<file path="config.mk">
export PLATFORM = sky130hd
export DESIGN_NAME = ccg_vector_tester
export DESIGN_NICKNAME = d
export VERILOG_FILES = /design/src/rtl/ccg_vector_tester.sv
export SDC_FILE = /design/constraint.sdc
export NUM_CORES = 1
export LEC_CHECK = 0
export CAP_MARGIN = 20
export CORE_ASPECT_RATIO = 0.9
export CORE_UTILIZATION = 48
export CTS_CLUSTER_DIAMETER = 30
export DETAILED_ROUTE_END_ITERATION = 6
export PLACE_DENSITY = 0.82
export SYNTH_ARGS = -nofsm -noshare
export SYNTH_HDL_FRONTEND = slang
export SYNTH_SLANG_ARGS = --single-unit
</file>
<file path="constraint.sdc">
create_clock -name clk -period 2.8 [get_ports clk]
set_clock_uncertainty 0.05 [all_clocks]
set_input_delay 0.42 -clock clk [delete_from_list [all_inputs] [get_ports clk]]
set_output_delay 0.42 -clock clk [all_outputs]
set_load 0.01 [all_outputs]
</file>
<file path="src/rtl/ccg_vector_tester.sv">
// Exhaustive 3-input vector tester: sweeps x[2:0] through 0..7, captures
// {f2,f1} per vector into a response map and a 16-bit MISR signature.
module ccg_vector_tester #(
  parameter int unsigned  SETTLE    = 1,
  parameter logic [15:0]  EXP_RESP  = 16'h0000,
  parameter logic [15:0]  MISR_SEED = 16'hFFFF
) (
  input  logic        clk,
  input  logic        rst_n,
  input  logic        start,
  output logic        x0,
  output logic        x1,
  output logic        x2,
  input  logic        f1,
  input  logic        f2,
  output logic        busy,
  output logic        done,
  output logic [15:0] resp,
  output logic [15:0] sig,
  output logic        pass
);

  typedef enum logic [1:0] {
    S_IDLE,
    S_DRIVE,
    S_SAMPLE,
    S_DONE
  } state_t;

  localparam logic [3:0] SETTLE_LAST = 4'(SETTLE - 1);

  state_t      state_q, state_d;
  logic [2:0]  vec_q, vec_d;
  logic [3:0]  cnt_q, cnt_d;
  logic [15:0] resp_q, resp_d;
  logic [15:0] sig_q, sig_d;
  logic        pass_q, pass_d;
  logic        fb;

  assign fb = sig_q[15] ^ sig_q[13] ^ sig_q[12] ^ sig_q[10];

  always_comb begin
    state_d = state_q;
    vec_d   = vec_q;
    cnt_d   = cnt_q;
    resp_d  = resp_q;
    sig_d   = sig_q;
    pass_d  = pass_q;
    unique case (state_q)
      S_IDLE: begin
        if (start) begin
          state_d = S_DRIVE;
          vec_d   = 3'd0;
          cnt_d   = 4'd0;
          resp_d  = 16'h0000;
          sig_d   = MISR_SEED;
          pass_d  = 1'b0;
        end
      end
      S_DRIVE: begin
        if (cnt_q == SETTLE_LAST) begin
          state_d = S_SAMPLE;
          cnt_d   = 4'd0;
        end else begin
          cnt_d = cnt_q + 4'd1;
        end
      end
      S_SAMPLE: begin
        resp_d[{vec_q, 1'b0} +: 2] = {f2, f1};
        sig_d = {sig_q[14:0], fb} ^ {14'b0, f2, f1};
        if (vec_q == 3'd7) begin
          state_d = S_DONE;
          // pass is ready alongside the done pulse
          pass_d  = (resp_d == EXP_RESP);
        end else begin
          state_d = S_DRIVE;
          vec_d   = vec_q + 3'd1;
        end
      end
      S_DONE: begin
        state_d = S_IDLE;
      end
      default: begin
        state_d = S_IDLE;
      end
    endcase
  end

  always_ff @(posedge clk) begin
    if (!rst_n) begin
      state_q <= S_IDLE;
      vec_q   <= 3'd0;
      cnt_q   <= 4'd0;
      resp_q  <= 16'h0000;
      sig_q   <= MISR_SEED;
      pass_q  <= 1'b0;
    end else begin
      state_q <= state_d;
      vec_q   <= vec_d;
      cnt_q   <= cnt_d;
      resp_q  <= resp_d;
      sig_q   <= sig_d;
      pass_q  <= pass_d;
    end
  end

  assign x0   = vec_q[0];
  assign x1   = vec_q[1];
  assign x2   = vec_q[2];
  assign busy = (state_q == S_DRIVE) || (state_q == S_SAMPLE);
  assign done = (state_q == S_DONE);
  assign resp = resp_q;
  assign sig  = sig_q;
  assign pass = pass_q;

endmodule

</file>
== Word level (Yosys, flattened, before mapping) ==
Index checks and enable logic that the tools add are counted.
Operators by class
  $add $sub $neg: 3
  equal/unequal tests: 8
  shifts and indexed selects: 2
  muxes and demuxes: 18
  bitwise logic cells: 4
  reductions and logical operators: 11
Operators by type and width (count)
  case mux 16 bit (2 select lines): 2
  2-to-1 mux 16 bit: 2
  bitwise mux 16 bit: 1
  logical NOT 16 bit: 1
  variable shift 2 x 6 -> 16 bit, first input constant: 1
  variable part select 2 x 6 -> 16 bit: 1
  XOR 16 x 2 -> 16 bit: 1
  2-to-1 mux 4 bit: 2
  inequality test 2 bit, second input constant: 4
  case mux 2 bit (4 select lines): 1
  case mux 4 bit (2 select lines): 1
  2-to-1 mux 2 bit: 3
  2-to-1 mux 3 bit: 2
  negation 4 -> 6 bit: 1
  case mux 3 bit (2 select lines): 1
  AND reduction 2 bit: 3
  AND reduction 3 bit: 2
  adder 4 x 1 -> 4 bit, second input constant: 1
  equality test 2 bit, second input constant: 2
  logical NOT 4 bit: 1
  nonzero test 2 bit: 2
  adder 3 x 1 -> 3 bit, second input constant: 1
  equality test 3 bit, second input constant: 1
  XOR 1 bit: 3
  5 further kinds: 6
Word-level totals
  register bits: 42
  input bits: 5
  output and inout bits: 38
  word-level logic and storage cells: 52

== Longest topological paths before layout ==
  depth after elaboration: 6
  mapped depth: 10
  gate-level depth less buffers: 8

== Worst setup path after synthesis ==
Ideal clock, no wire load.
  path kind: register to register
  start: reg vec_q[0]
  end: reg pass_q (netlist: pass)
  library setup time: 0.125 ns
  arrival time: 2.267 ns
  required time: 2.625 ns
  slack: 0.358 ns
  cell stages (with the launch flop): 10
  buffers on the path: 1
  period minus slack after synthesis: 2.442 ns
  path through: dfxtp_1 -> clkbuf_1 -> inv_1 -> ha_1 -> ha_1 -> or2_1 -> nor4b_4 -> mux2_2 -> o2111ai_1 -> o31ai_1
Between the ends
  longest elaborated chain between the ends: 6
  elaborated cells between the ends (all ways): 10
  those cells by class: add/sub: 1; eq/ne: 2; shift: 2; mux: 3; reduce/logical: 2
Ends and longest elaborated chain
  start, declared: line 33  | logic [2:0] vec_q, vec_d;
  start signal, assigned: line 99  | vec_q <= vec_d;
  negation 4 -> 6 bit: line 69  | resp_d[{vec_q, 1'b0} +: 2] = {f2, f1};
  variable part select 2 x 6 -> 16 bit or variable shift 2 x 6 -> 16 bit (tied branches): line 69
  bitwise mux 16 bit: line 69
  logical NOT 16 bit: line 74  | pass_d = (resp_d == EXP_RESP);
  2-to-1 mux 1 bit: line 71  | if (vec_q == 3'd7) begin
  case mux 1 bit (2 select lines): line 49  | unique case (state_q)
  end signal, assigned: line 103  | pass_q <= pass_d;
  end, declared: line 37  | logic pass_q, pass_d;
Parallel ways exist; a longest one is shown, timed or not. The select of a mux whose other input is x is not followed.
A chain may end at the register's enable or synchronous reset.

== Worst setup path in the final report ==
  start: reg vec_q[1]
  end: reg pass_q (netlist: pass)
The elaborated chain is that of the path after synthesis.

==> qor.yml <==
run_status:
  outcome: "finished, final reports clean"
setup_path:
  r2r-end: "pass"
  cp-start-kind: "flop"
  rr_worst_depth: 7
  r2r_slack_ns: 0.36
  worstSetupEndpointType: "flop"
  cp_max_fo: 12
  cp.required_ns: 2.94
  path_class: "flop to flop"
  critPathArrivalTime_ns: 2.58
  reg2reg_from: "vec_q[1]"
placed_design:
  dp_hpwl_um: 3630
  dp_slack_ns: 0.389
  portBuffers: 42
  place_congestion: 0.919
clocking:
  clkSlewWorstSetupHoldPaths_ns: 0.09
  root_buffer: "clkbuf_8"
  insertion_delay_ns: 0.30
  clock-sinks: 42
  cts_resized: 0
  cts_buffer_depth: 2
  cts_hold_buffers: 0
  cts_max_level: 2
  cts_tree: "yes"
  cts_setup_buffers: 0
  cts_buffers: 5
synthesis:
  yosysSeqAreaShare: 0.372
  ys_async_sr_fraction: 0
  syn-cell-area_um2: 2260
  ys_warn_count: 0
  ys_ff_latch: 42
  yosys_most_used_dff: "dfxtp_1"
  synth_nets: 288
  synth_area_per_cell_um2: 8.43
  synth_cell_types: 48
  synthCells: 268
  synth-edff-count: 0
global_route:
  overflow: 0
  grt_antenna_before_repair: 0
  grt_max_degree: 42
  grt_usage: 0.229
  grt_first_pass_wirelength_um: 8600
  grt_pass1_vias: 1886
route:
  drcViolationCount: 0
  dr.pass1.iters: 4
  wirelength_um: 5390
  drt_iter0_markers: 234
  wl_per_cell_um: 14.5
  final_antenna_net_count: 0
  num_vias: 2118
  via_per_inst: 5.69
power_and_ir_drop:
  power_per_cell_area_nw_per_um2: 457
  p_leak_nw: 0.988
  ir_worst_vdd_uv: 398
min_path:
  holdPathEnd: "sig[9]"
  hp-class: "flop to flop"
  hold_path.startpoint: "sig[8]"
  whs_path_depth: 2
finish:
  num_antenna_cells: 0
  final_cell_mix: "dfxtp_1 (42), clkdlybuf4s50_1 (42), nand2_1 (32), nor2_1 (21), o22ai_1 (18)"
  finalNetCount: 329
  drive_gt1_frac: 0.0613
  area_delta_synth_final_pct: 25.7
floorplan:
  die_h_um: 67.1
  ios: 43
  die_x_um: 74.3
  die-area_um2: 4980
  fp-row-count: 23
  start_util: 0.503
  core_um2: 4490
timing:
  relSlewSlack: 0.544
  setup_viol: 0
  tns_ns: 0
  worst_pin_slew_ns: 0.679
  grt_setup_unrepaired: "false"
  hold_violations: 0
  slew_violations: 0
  period_minus_slack_ns: 2.44
  max_freq_ghz: 0.409
  finalCritPeriodShare: 0.873
  setup_slack_ns: 0.356
job:
  maxCapViolations: 0
## registers in the layout (all words and copies together), names as in the netlist
signal   count
cnt_q        4
vec_q        3
sig         16
pass         1
resp        16
state_q      2
## cell type report
type / instances / area, µm²
Tap cell: 62 / 77.6
Clock buffer: 5 / 68.8
Sequential cell: 42 / 841
Fill cell: 400 / 1650
Clock inverter: 3 / 23.8
Inverter: 12 / 45.0
Multi-Input combinational cell: 199 / 1310
Timing Repair Buffer: 49 / 473
## per-layer routing
metal,global-route usage,routed length (µm)
met5,0,0
met4,0.0991,162
met3,0.0590,352
met2,0.356,2300
met1,0.297,2580
## worst max-delay path, cell delays in order (launching register included)
cell and delay, ns:
dfxtp_1 0.53, inv_1 0.11, ha_1 0.22, ha_1 0.52
nor4b_4 0.35, mux2_2 0.38, o2111ai_1 0.08, o31ai_1 0.09
## worst max-delay path by stage
stage | start | end | depth (start not counted) | slack, ns
2_1_floorplan | vec_q[0] | pass | 9 | 0.36
3_3_place_gp | vec_q[1] | pass | 7 | 0.46
3_5_place_dp | vec_q[1] | pass | 7 | 0.39
4_1_cts | vec_q[1] | pass | 7 | 0.38
5_1_grt | vec_q[1] | pass | 7 | 0.20
6_report | vec_q[1] | pass | 7 | 0.36
## synthesized netlist by cell type, types with 2 or more instances
| library cell | n | share of area |
|---|---|---|
| nand3b_1 | 3 | 0.010 |
| a31oi_1 | 2 | 0.0055 |
| and2_1 | 6 | 0.017 |
| dfxtp_1 | 42 | 0.37 |
| o2111ai_1 | 3 | 0.012 |
| a32oi_1 | 8 | 0.031 |
| nand4_1 | 3 | 0.0083 |
| o21a_1 | 2 | 0.0066 |
| buf_2 | 6 | 0.013 |
| nor3_1 | 4 | 0.0089 |
| xnor2_1 | 4 | 0.016 |
| inv_1 | 11 | 0.018 |
| a21boi_0 | 2 | 0.0066 |
| a21oi_1 | 8 | 0.018 |
| nor2b_1 | 16 | 0.044 |
| xor2_1 | 3 | 0.012 |
| o22ai_1 | 18 | 0.050 |
| nand2b_1 | 3 | 0.0083 |
| o211ai_1 | 2 | 0.0066 |
| nor2_1 | 21 | 0.035 |
| nor4b_4 | 2 | 0.021 |
| a22oi_1 | 5 | 0.017 |
| o31ai_1 | 2 | 0.0066 |
| ha_1 | 15 | 0.083 |
| clkbuf_1 | 8 | 0.013 |
| nand2_1 | 32 | 0.053 |
| nand3_1 | 3 | 0.0066 |
| o21ai_0 | 14 | 0.031 |
## per-stage QoR
stage / utilization / instance area (µm²) / total power, mW / instances / hold slack (ns)
final: 0.632 / 2840 / 1.30 / 372 / 0.461
after global routing: 0.632 / 2840 / 1.35 / 372 / 0.486
after CTS: 0.632 / 2840 / 1.30 / 372 / 0.467
after detailed placement: 0.611 / 2750 / 0.889 / 364 / 0.439
after global placement: 0.611 / 2750 / 0.887 / 364 / 0.436
after floorplan: - / 2260 / 0.815 / 268 / 0.421
## kinds of logic (layout without fill, tap and decap cells)
family,count (synthesis),after routing,synth area share
multiplexers,2,2,0.00942
XOR/XNOR,7,7,0.0271
buffers and inverters,27,69,0.0482
AO/OA/AOI/OAI,73,73,0.217
adder cells (fa/ha/maj),15,15,0.0831
AND/OR/NAND/NOR,102,102,0.243
flip-flops,42,42,0.372
## power breakdown
group	total, mW	internal [mW]	switching [mW]
Combinational	0.271	0.0955	0.175
Sequential	0.613	0.605	0.00788
Clock	0.412	0.178	0.234
Total	1.30	0.879	0.417
No activity file was read; power rests on OpenSTA's default activity.
